`src/rtl/uart_tx_fifo_launcher.sv`:
```
// uart_tx_fifo_launcher
//   Byte FIFO feeding the UART Tx control unit. Bytes pushed from the APB side
//   are queued. One byte is popped per frame and held on tx_data. A one-cycle
//   data_valid pulse starts the frame. The launcher then waits for tx_busy to
//   drop before it launches the next byte.
//
//   Optional build macro: UART_TX_PARITY_GEN_EN
//     defined   -> parity_bit = ^byte ^ parity_type, captured at pop time
//     undefined -> parity_bit tied low, no parity logic
//
// Ports
//   UCLK, reset        clock, async active-low reset
//   wr_en, wr_data     push request / byte
//   ovf_clr            clears sticky overflow (a same-cycle drop wins)
//   parity_type        0 even, 1 odd
//   tx_busy            busy from the Tx control unit
//   data_valid         registered 1-cycle launch pulse
//   tx_data            byte held for the whole frame
//   parity_bit         parity of tx_data
//   full/empty/count   registered occupancy flags and count
//   overflow           sticky dropped-write flag
module uart_tx_fifo_launcher #(
  parameter int DATA_WIDTH = 8,
  parameter int DEPTH      = 16
) (
  input  logic                     UCLK,
  input  logic                     reset,
  input  logic                     wr_en,
  input  logic [DATA_WIDTH-1:0]    wr_data,
  input  logic                     ovf_clr,
  input  logic                     parity_type,
  input  logic                     tx_busy,
  output logic                     data_valid,
  output logic [DATA_WIDTH-1:0]    tx_data,
  output logic                     parity_bit,
  output logic                     full,
  output logic                     empty,
  output logic [$clog2(DEPTH):0]   count,
  output logic                     overflow
);

  localparam int AW = $clog2(DEPTH);
  localparam logic [AW:0] FULL_CNT = (AW+1)'(DEPTH);

  localparam logic [1:0] IDLE   = 2'd0;
  localparam logic [1:0] LAUNCH = 2'd1;
  localparam logic [1:0] WAIT   = 2'd2;

  logic [DATA_WIDTH-1:0] mem [DEPTH];
  logic [AW-1:0]         rd_ptr, wr_ptr;
  logic [1:0]            state;
  logic                  pop, push, drop;
  logic [AW:0]           count_nxt;
  logic [DATA_WIDTH-1:0] head;

  assign head = mem[rd_ptr];

  // Pop only from IDLE with the control unit free. A pop frees a slot, so a
  // push on a full FIFO in the same cycle is still accepted.
  assign pop  = (state == IDLE) && !empty && !tx_busy;
  assign push = wr_en && (!full || pop);
  assign drop = wr_en && !push;

  always_comb begin
    count_nxt = count;
    if (push && !pop)      count_nxt = count + 1'b1;
    else if (pop && !push) count_nxt = count - 1'b1;
  end

  // Storage is not reset; the pointers define which entries are live.
  always_ff @(posedge UCLK) begin
    if (push) mem[wr_ptr] <= wr_data;
  end

  // Pointers are power-of-two wide, so they wrap DEPTH-1 -> 0 by themselves.
  always_ff @(posedge UCLK or negedge reset) begin
    if (!reset) begin
      rd_ptr   <= '0;
      wr_ptr   <= '0;
      count    <= '0;
      full     <= 1'b0;
      empty    <= 1'b1;
      overflow <= 1'b0;
    end else begin
      if (push) wr_ptr <= wr_ptr + 1'b1;
      if (pop)  rd_ptr <= rd_ptr + 1'b1;
      count <= count_nxt;
      full  <= (count_nxt == FULL_CNT);
      empty <= (count_nxt == '0);
      if (drop)         overflow <= 1'b1;
      else if (ovf_clr) overflow <= 1'b0;
    end
  end

  // Launch FSM. The first WAIT cycle always sees busy high because the
  // control unit raises busy one cycle after the pulse.
  always_ff @(posedge UCLK or negedge reset) begin
    if (!reset) begin
      state      <= IDLE;
      data_valid <= 1'b0;
      tx_data    <= '0;
    end else begin
      data_valid <= pop;
      if (pop) tx_data <= head;
      case (state)
        IDLE:    if (pop) state <= LAUNCH;
        LAUNCH:  state <= WAIT;
        WAIT:    if (!tx_busy) state <= IDLE;
        default: state <= IDLE;
      endcase
    end
  end

`ifdef UART_TX_PARITY_GEN_EN
  // parity_type is sampled together with the byte, so it cannot change mid-frame.
  always_ff @(posedge UCLK or negedge reset) begin
    if (!reset)   parity_bit <= 1'b0;
    else if (pop) parity_bit <= (^head) ^ parity_type;
  end
`else
  logic unused_parity_type;
  assign unused_parity_type = parity_type;
  assign parity_bit         = 1'b0;
`endif

endmodule
```
`config.mk`:
```
export PLATFORM = sky130hd
export DESIGN_NAME = uart_tx_fifo_launcher
export DESIGN_NICKNAME = d
export VERILOG_FILES = /design/src/rtl/uart_tx_fifo_launcher.sv
export SDC_FILE = /design/constraint.sdc
export NUM_CORES = 1
export LEC_CHECK = 0
export CAP_MARGIN = 10
export CORE_MARGIN = 5
export CORE_UTILIZATION = 30
export CTS_BUF_LIST = sky130_fd_sc_hd__clkbuf_8 sky130_fd_sc_hd__clkbuf_16
export DETAILED_ROUTE_END_ITERATION = 7
export GPL_ROUTABILITY_DRIVEN = 0
export PLACE_DENSITY = 0.56
export SYNTH_ARGS = -nofsm -noshare
export SYNTH_HDL_FRONTEND = slang
export SYNTH_SLANG_ARGS = --single-unit
```
`constraint.sdc`:
```
create_clock -name UCLK -period 3.25 [get_ports UCLK]
set_input_delay 0.8125 -clock UCLK [delete_from_list [all_inputs] [get_ports UCLK]]
set_output_delay 0.8125 -clock UCLK [all_outputs]
set_load 0.005 [all_outputs]
```
==> flow_summary.json, run 1 <==
{
  "status": "finished, final reports clean",
  "cts_hold_buf": 0,
  "die_w_um": 154,
  "synth_edf_count": 128,
  "drv_slew": 0,
  "ys_warn_count": 0,
  "numCtsBuffers": 17,
  "antenna_found_initial": 0,
  "layout.nets": 416,
  "clkSinkCount": 155,
  "die_y_um": 154,
  "critPathKind": "in2reg",
  "viasPerCell": 4.65,
  "cts_root_buf": "clkbuf_16",
  "hold_path_end": "state[1]",
  "io_pins": 32,
  "wl_per_cell_um": 17.7,
  "wl_mm": 12.0,
  "fill_cells": 1834,
  "insertion_delay_ps": 410,
  "post_cts_resized": 0,
  "grt_pass1_wl_mm": 19.2,
  "tns_ps": 0,
  "hold_path_class": "reg2reg",
  "first_pass_iters": 4,
  "cpMaxStageDelayCell": "or4_4",
  "period_share": 0.801,
  "cts_max_path_buffers": 2,
  "r2r_slack_ps": 970,
  "diodes": 0,
  "drc": 0,
  "hold_viol_final": 0,
  "synth_fp_nets": 363,
  "fin_crit_ps": 2600,
  "synthCells": 342,
  "syn_area_sq_um": 6180,
  "detail-route-antenna-nets": 0,
  "synthFlopType": "edfxtp_1",
  "via_count": 3155,
  "synth_top_cell_by_area": "edfxtp_1",
  "grt_max_degree": 36,
  "avgSynthCellArea_sq_um": 18.1,
  "synth_area_leaders": "edfxtp_1 (62%), mux4_2 (12%), dfrtp_1 (11%)",
  "critPathMaxStageDelay_ps": 550,
  "dpl_cell_area_sq_um": 6910,
  "max-slew-margin-rel": 0.300,
  "grt-ovfl-total": 0,
  "die_area_sq_um": 23600,
  "area_growth_pct": 21.0,
  "crit_arrival_ps": 2950,
  "min_path_cells": 1,
  "start_util": 0.305,
  "clk_pin_slew_worst_paths_ps": 60,
  "dpl.hpwl_mm": 7.58,
  "p_per_area_nw_per_um2": 856,
  "worst_r2r_path_depth": 6,
  "startpoint_type": "input pin",
  "track_usage": 0.107,
  "core_area_sq_um": 20200,
  "cap_violations": 0,
  "vdd_drop_max_uv": 414,
  "grt_pass1_vias": 3333,
  "io_buffers": 29,
  "synthArstFlopShare": 0.174,
  "synthDistinctLibCells": 35,
  "yosysMostFrequentCell": "edfxtp_1",
  "finClkSkew_ps": 9.53,
  "synth_top_area_frac": 0.622,
  "worstPathCellList": "clkdlybuf4s50_1 > or4_4 > clkinv_8 > nor2_2 > or4_1 > a311o_1 > nor2b_1",
  "tightest_slew_ps": 1050,
  "synthTopCellsByCount": "edfxtp_1 (128), mux4_2 (32), dfrtp_1 (26), nor2_1 (26), mux2i_1 (18)",
  "htreeDepth": 4,
  "drive_gt1_frac": 0.221,
  "fin_area_sq_um": 7480,
  "cp_max_fo": 15,
  "synth-seq-area-share": 0.731,
  "r2r-start": "state[0]",
  "postCtsSetupBuffers": 0,
  "ys_ff_latch": 155,
  "leakagePower_nw": 2.57,
  "r2r-end": "full",
  "endpoint_kind": "register",
  "cp.required_ps": 3600,
  "num_rows": 52,
  "drt-initial-drc-count": 203,
  "startpoint": "tx_busy",
  "setup_viol": 0,
  "cts_tree": "yes",
  "fmax_mhz": 384,
  "holdCritStartpoint": "state[0]",
  "rsz0062_at_grt": "false"
}
-- sequential cells by signal, summed over array words and instances, names as in the netlist --
register	cells
mem	128
tx_data	8
count	5
rd_ptr	4
wr_ptr	4
state	2
data_valid	1
empty	1
full	1
overflow	1
-- worst max-delay path: cells and delay by family --
kind            cells  cell delay (ps)
simple gates        4             1190
buf+inv             2              550
compound gates      1              400
-- worst max-delay path by stage --
stage	endpoint	slack, ps
6_report	full	650
5_1_grt	full	570
4_1_cts	mem[3][3]	660
3_5_place_dp	full	220
3_3_place_gp	mem[3][4]	260
2_1_floorplan	mem[3][0]	250
-- metrics by stage --
step / hold slack (ps) / instances / power (mW) / utilization / setup slack, ps
2_1_floorplan: 450 / 342 / 3.92 / - / 254
3_3_place_gp: 462 / 646 / 4.57 / 0.341 / 263
4_1_cts: 495 / 678 / 6.49 / 0.369 / 664
6_report: 486 / 678 / 6.40 / 0.369 / 647
5_1_grt: 514 / 678 / 6.77 / 0.369 / 566
3_5_place_dp: 489 / 646 / 4.60 / 0.341 / 222
-- metal layers --
metal	vias up	routed length, um	track usage	part of all wire
met1	1655	5400	0.136	0.45
met3	11	252	0.0247	0.021
met5	-	0	0	0
met4	0	191	0.0395	0.016
li1	1433	-	-	-
met2	56	6190	0.179	0.51
-- power by group --
part / switching, mW / total [mW] / internal, mW / leakage [nW]
clock network: 0.805 / 1.88 / 1.07 / 0.286
logic: 0.862 / 1.79 / 0.925 / 0.797
registers: 0.259 / 2.74 / 2.48 / 1.49
total: 1.93 / 6.40 / 4.47 / 2.57
-- cell usage in the layout (no fill, tap or decap), drive strengths merged --
| cell | instances |
|---|---|
| inv | 15 |
| nand2b | 5 |
| nand2 | 15 |
| xnor2 | 8 |
| bufinv | 1 |
| ha | 7 |
| a21oi | 11 |
| xor2 | 1 |
| and3 | 1 |
| nor3 | 8 |
| nand3 | 3 |
| buf | 23 |
| clkinvlp | 1 |
| mux4 | 32 |
| clkdlybuf4s50 | 29 |
| edfxtp | 128 |
| dfrtp | 26 |
| dfstp | 1 |
| a32o | 1 |
| clkinv | 6 |
| a311o | 1 |
| nor4 | 2 |
| nor2 | 27 |
| o21ai | 12 |
| or4 | 2 |
| a221oi | 1 |
| or3 | 1 |
| mux2i | 18 |
| nand4 | 2 |
| clkbuf | 17 |
| conb | 1 |
| nor2b | 1 |
| nand3b | 1 |
-- cell families after synthesis --
logic type / Yosys count / share of synthesized area
simple gates: 68 / 0.0512
other cells: 1 / 0.000607
mux: 50 / 0.146
fa+ha+maj: 7 / 0.0142
compound gates: 26 / 0.0233
buf+inv: 26 / 0.0208
flops: 155 / 0.731
xor+xnor: 9 / 0.0128
-- area by class of cell --
class | count | area [sq um] | share of cell area
clock inverter | 15 | 141 | 0.0189
timing repair buffer | 52 | 475 | 0.0636
tap | 270 | 338 | 0.0452
clock buffer | 17 | 425 | 0.0569
multi-input combinational | 161 | 1530 | 0.205
inverter | 8 | 42.5 | 0.00569
sequential | 155 | 4520 | 0.605
No activity file was read; power rests on OpenSTA's default activity.
==> run 2, diff against run 1 <==
==> constraint.sdc (replaced) <==
create_clock -name UCLK -period 2.7 [get_ports UCLK]
set_input_delay 0.675 -clock UCLK [delete_from_list [all_inputs] [get_ports UCLK]]
set_output_delay 0.675 -clock UCLK [all_outputs]
set_load 0.005 [all_outputs]
==> run 2 against run 1 <==
Net effect: power is 26% higher; first-iteration DRC count shrank 5.9%; critical path depth stayed put; largest power group unchanged; setup slack worse by 400 ps; combinational power grew 26%; via count is 2.2% higher; die area unchanged; largest cell class unchanged; sequential share of layout area down 1.6 points; utilization is 1.0 points higher; sequential cell count is the same.
==> flow_summary.json, run 2 (synthesized netlist as in run 1, its figures left out) <==
{
  "status": "finished, final reports clean",
  "place_inst": 661,
  "core_area_sq_um": 20200,
  "layout.nets": 431,
  "cts_hold_buf": 0,
  "max-slew-margin-rel": 0.440,
  "io_buffers": 29,
  "final_common_cell": "edfxtp_1",
  "fin_crit_ps": 2450,
  "dpl.hpwl_mm": 8.16,
  "clkSinkCount": 155,
  "post_cts_resized": 0,
  "grt_max_degree": 36,
  "setup_viol": 0,
  "viasPerCell": 4.66,
  "detail-route-antenna-nets": 0,
  "seqPwrFrac": 0.407,
  "postCtsSetupBuffers": 0,
  "fill_cells": 1833,
  "first_pass_iters": 5,
  "grt_pass1_wl_mm": 19.9,
  "numCtsBuffers": 17,
  "hold_path_class": "reg2reg",
  "fmax_mhz": 408,
  "finClkSkew_ps": 7.63,
  "cp_max_fo": 6,
  "intPower_mw": 5.78,
  "num_rows": 52,
  "period_share": 0.909,
  "via_count": 3223,
  "p_per_area_nw_per_um2": 1050,
  "drt-initial-drc-count": 191,
  "start_util": 0.305,
  "switchingPower_mw": 2.29,
  "die_area_sq_um": 23600,
  "crit_arrival_ps": 2580,
  "final_cells": 692,
  "io_pins": 32,
  "track_usage": 0.113,
  "vdd_drop_max_uv": 516,
  "grt-ovfl-total": 0,
  "drv_slew": 0,
  "cp.required_ps": 2830,
  "area_growth_pct": 24.3,
  "antenna_found_initial": 0,
  "cap_violations": 0,
  "wl_per_cell_um": 18.1,
  "drc": 0,
  "switching_share": 0.283,
  "largest_reg_flops": 128,
  "die_y_um": 154,
  "diodes": 0,
  "insertion_delay_ps": 410,
  "layout_common_cells": "edfxtp_1 (128), buf_4 (36), mux4_2 (32)",
  "drive_gt1_frac": 0.256,
  "rsz0062_at_grt": "false",
  "hold_slack_ps": 475,
  "wl_mm": 12.5,
  "top_regs": "mem x128, tx_data x8, count x5",
  "leakagePower_nw": 2.69,
  "cts_root_buf": "clkbuf_16",
  "tightest_slew_ps": 840,
  "cts_max_path_buffers": 2,
  "p_comb_frac": 0.280,
  "grt_pass1_vias": 3529,
  "clockPowerShare": 0.312,
  "htreeDepth": 4,
  "worst_slack_ps": 246,
  "hold_viol_final": 0,
  "cts_tree": "yes",
  "regMostFlops": "mem",
  "utilization": 0.380,
  "die_w_um": 154,
  "clk_pin_slew_worst_paths_ps": 60,
  "startpoint_type": "input pin",
  "critPathKind": "in2reg",
  "endpoint_kind": "register",
  "pre_cts_ws_ps": -171
}
run 2: final cells by class:
cell class | count | area, sq um | share of cell area
clock buffers | 17 | 425 | 0.0554
clock inverters | 14 | 204 | 0.0265
inverters | 8 | 42.5 | 0.00554
multi-input cells | 161 | 1550 | 0.202
flip-flops and latches | 155 | 4520 | 0.589
well taps | 270 | 338 | 0.0440
repair buffers | 67 | 601 | 0.0782
run 2: path summary, 6_finish.rpt:
check	startpoint	end	slack (ps)	depth (start not counted)
worst max-delay path	tx_busy	mem[14][7]	250	7
worst min-delay path	state[1]	state[1]	480	1
worst max register to register	state[0]	mem[14][7]	440	6
worst min register to register	state[1]	state[1]	480	1
max in group asynchronous	reset	empty	1740	2
min in group asynchronous	reset	count[4]	650	2
run 2: critical path, stage by stage:
cell             delay (ps)
clkdlybuf4s50_1         420
or4_4                   490
a21oi_1                 250
buf_4                   180
nand2_1                 140
nor2_1                  230
buf_4                   190
run 2: routing by layer:
layer	track usage	share of wire
met3	0.0379	0.043
met5	0	0
met2	0.181	0.50
met4	0.0496	0.022
met1	0.140	0.43
run 2: through the flow:
stage          TNS [ps]  cell area (sq um)  power, mW
6_report              0               7680       8.07
5_1_grt               0               7680       8.53
4_1_cts               0               7680       8.19
3_5_place_dp     -17050               7050       5.65
3_3_place_gp     -16460               7050       5.60
2_1_floorplan         0               6200       4.73
run 2: power groups by stage:
| stage | Clock [mW] | Sequential [mW] | Combinational (mW) |
|---|---|---|---|
| global placement | 0 | 3.32 | 2.27 |
| global route | 2.71 | 3.33 | 2.49 |
| floorplan | 0 | 3.17 | 1.56 |
| finish | 2.52 | 3.29 | 2.26 |
| CTS | 2.58 | 3.30 | 2.31 |
| detailed placement | 0 | 3.34 | 2.30 |
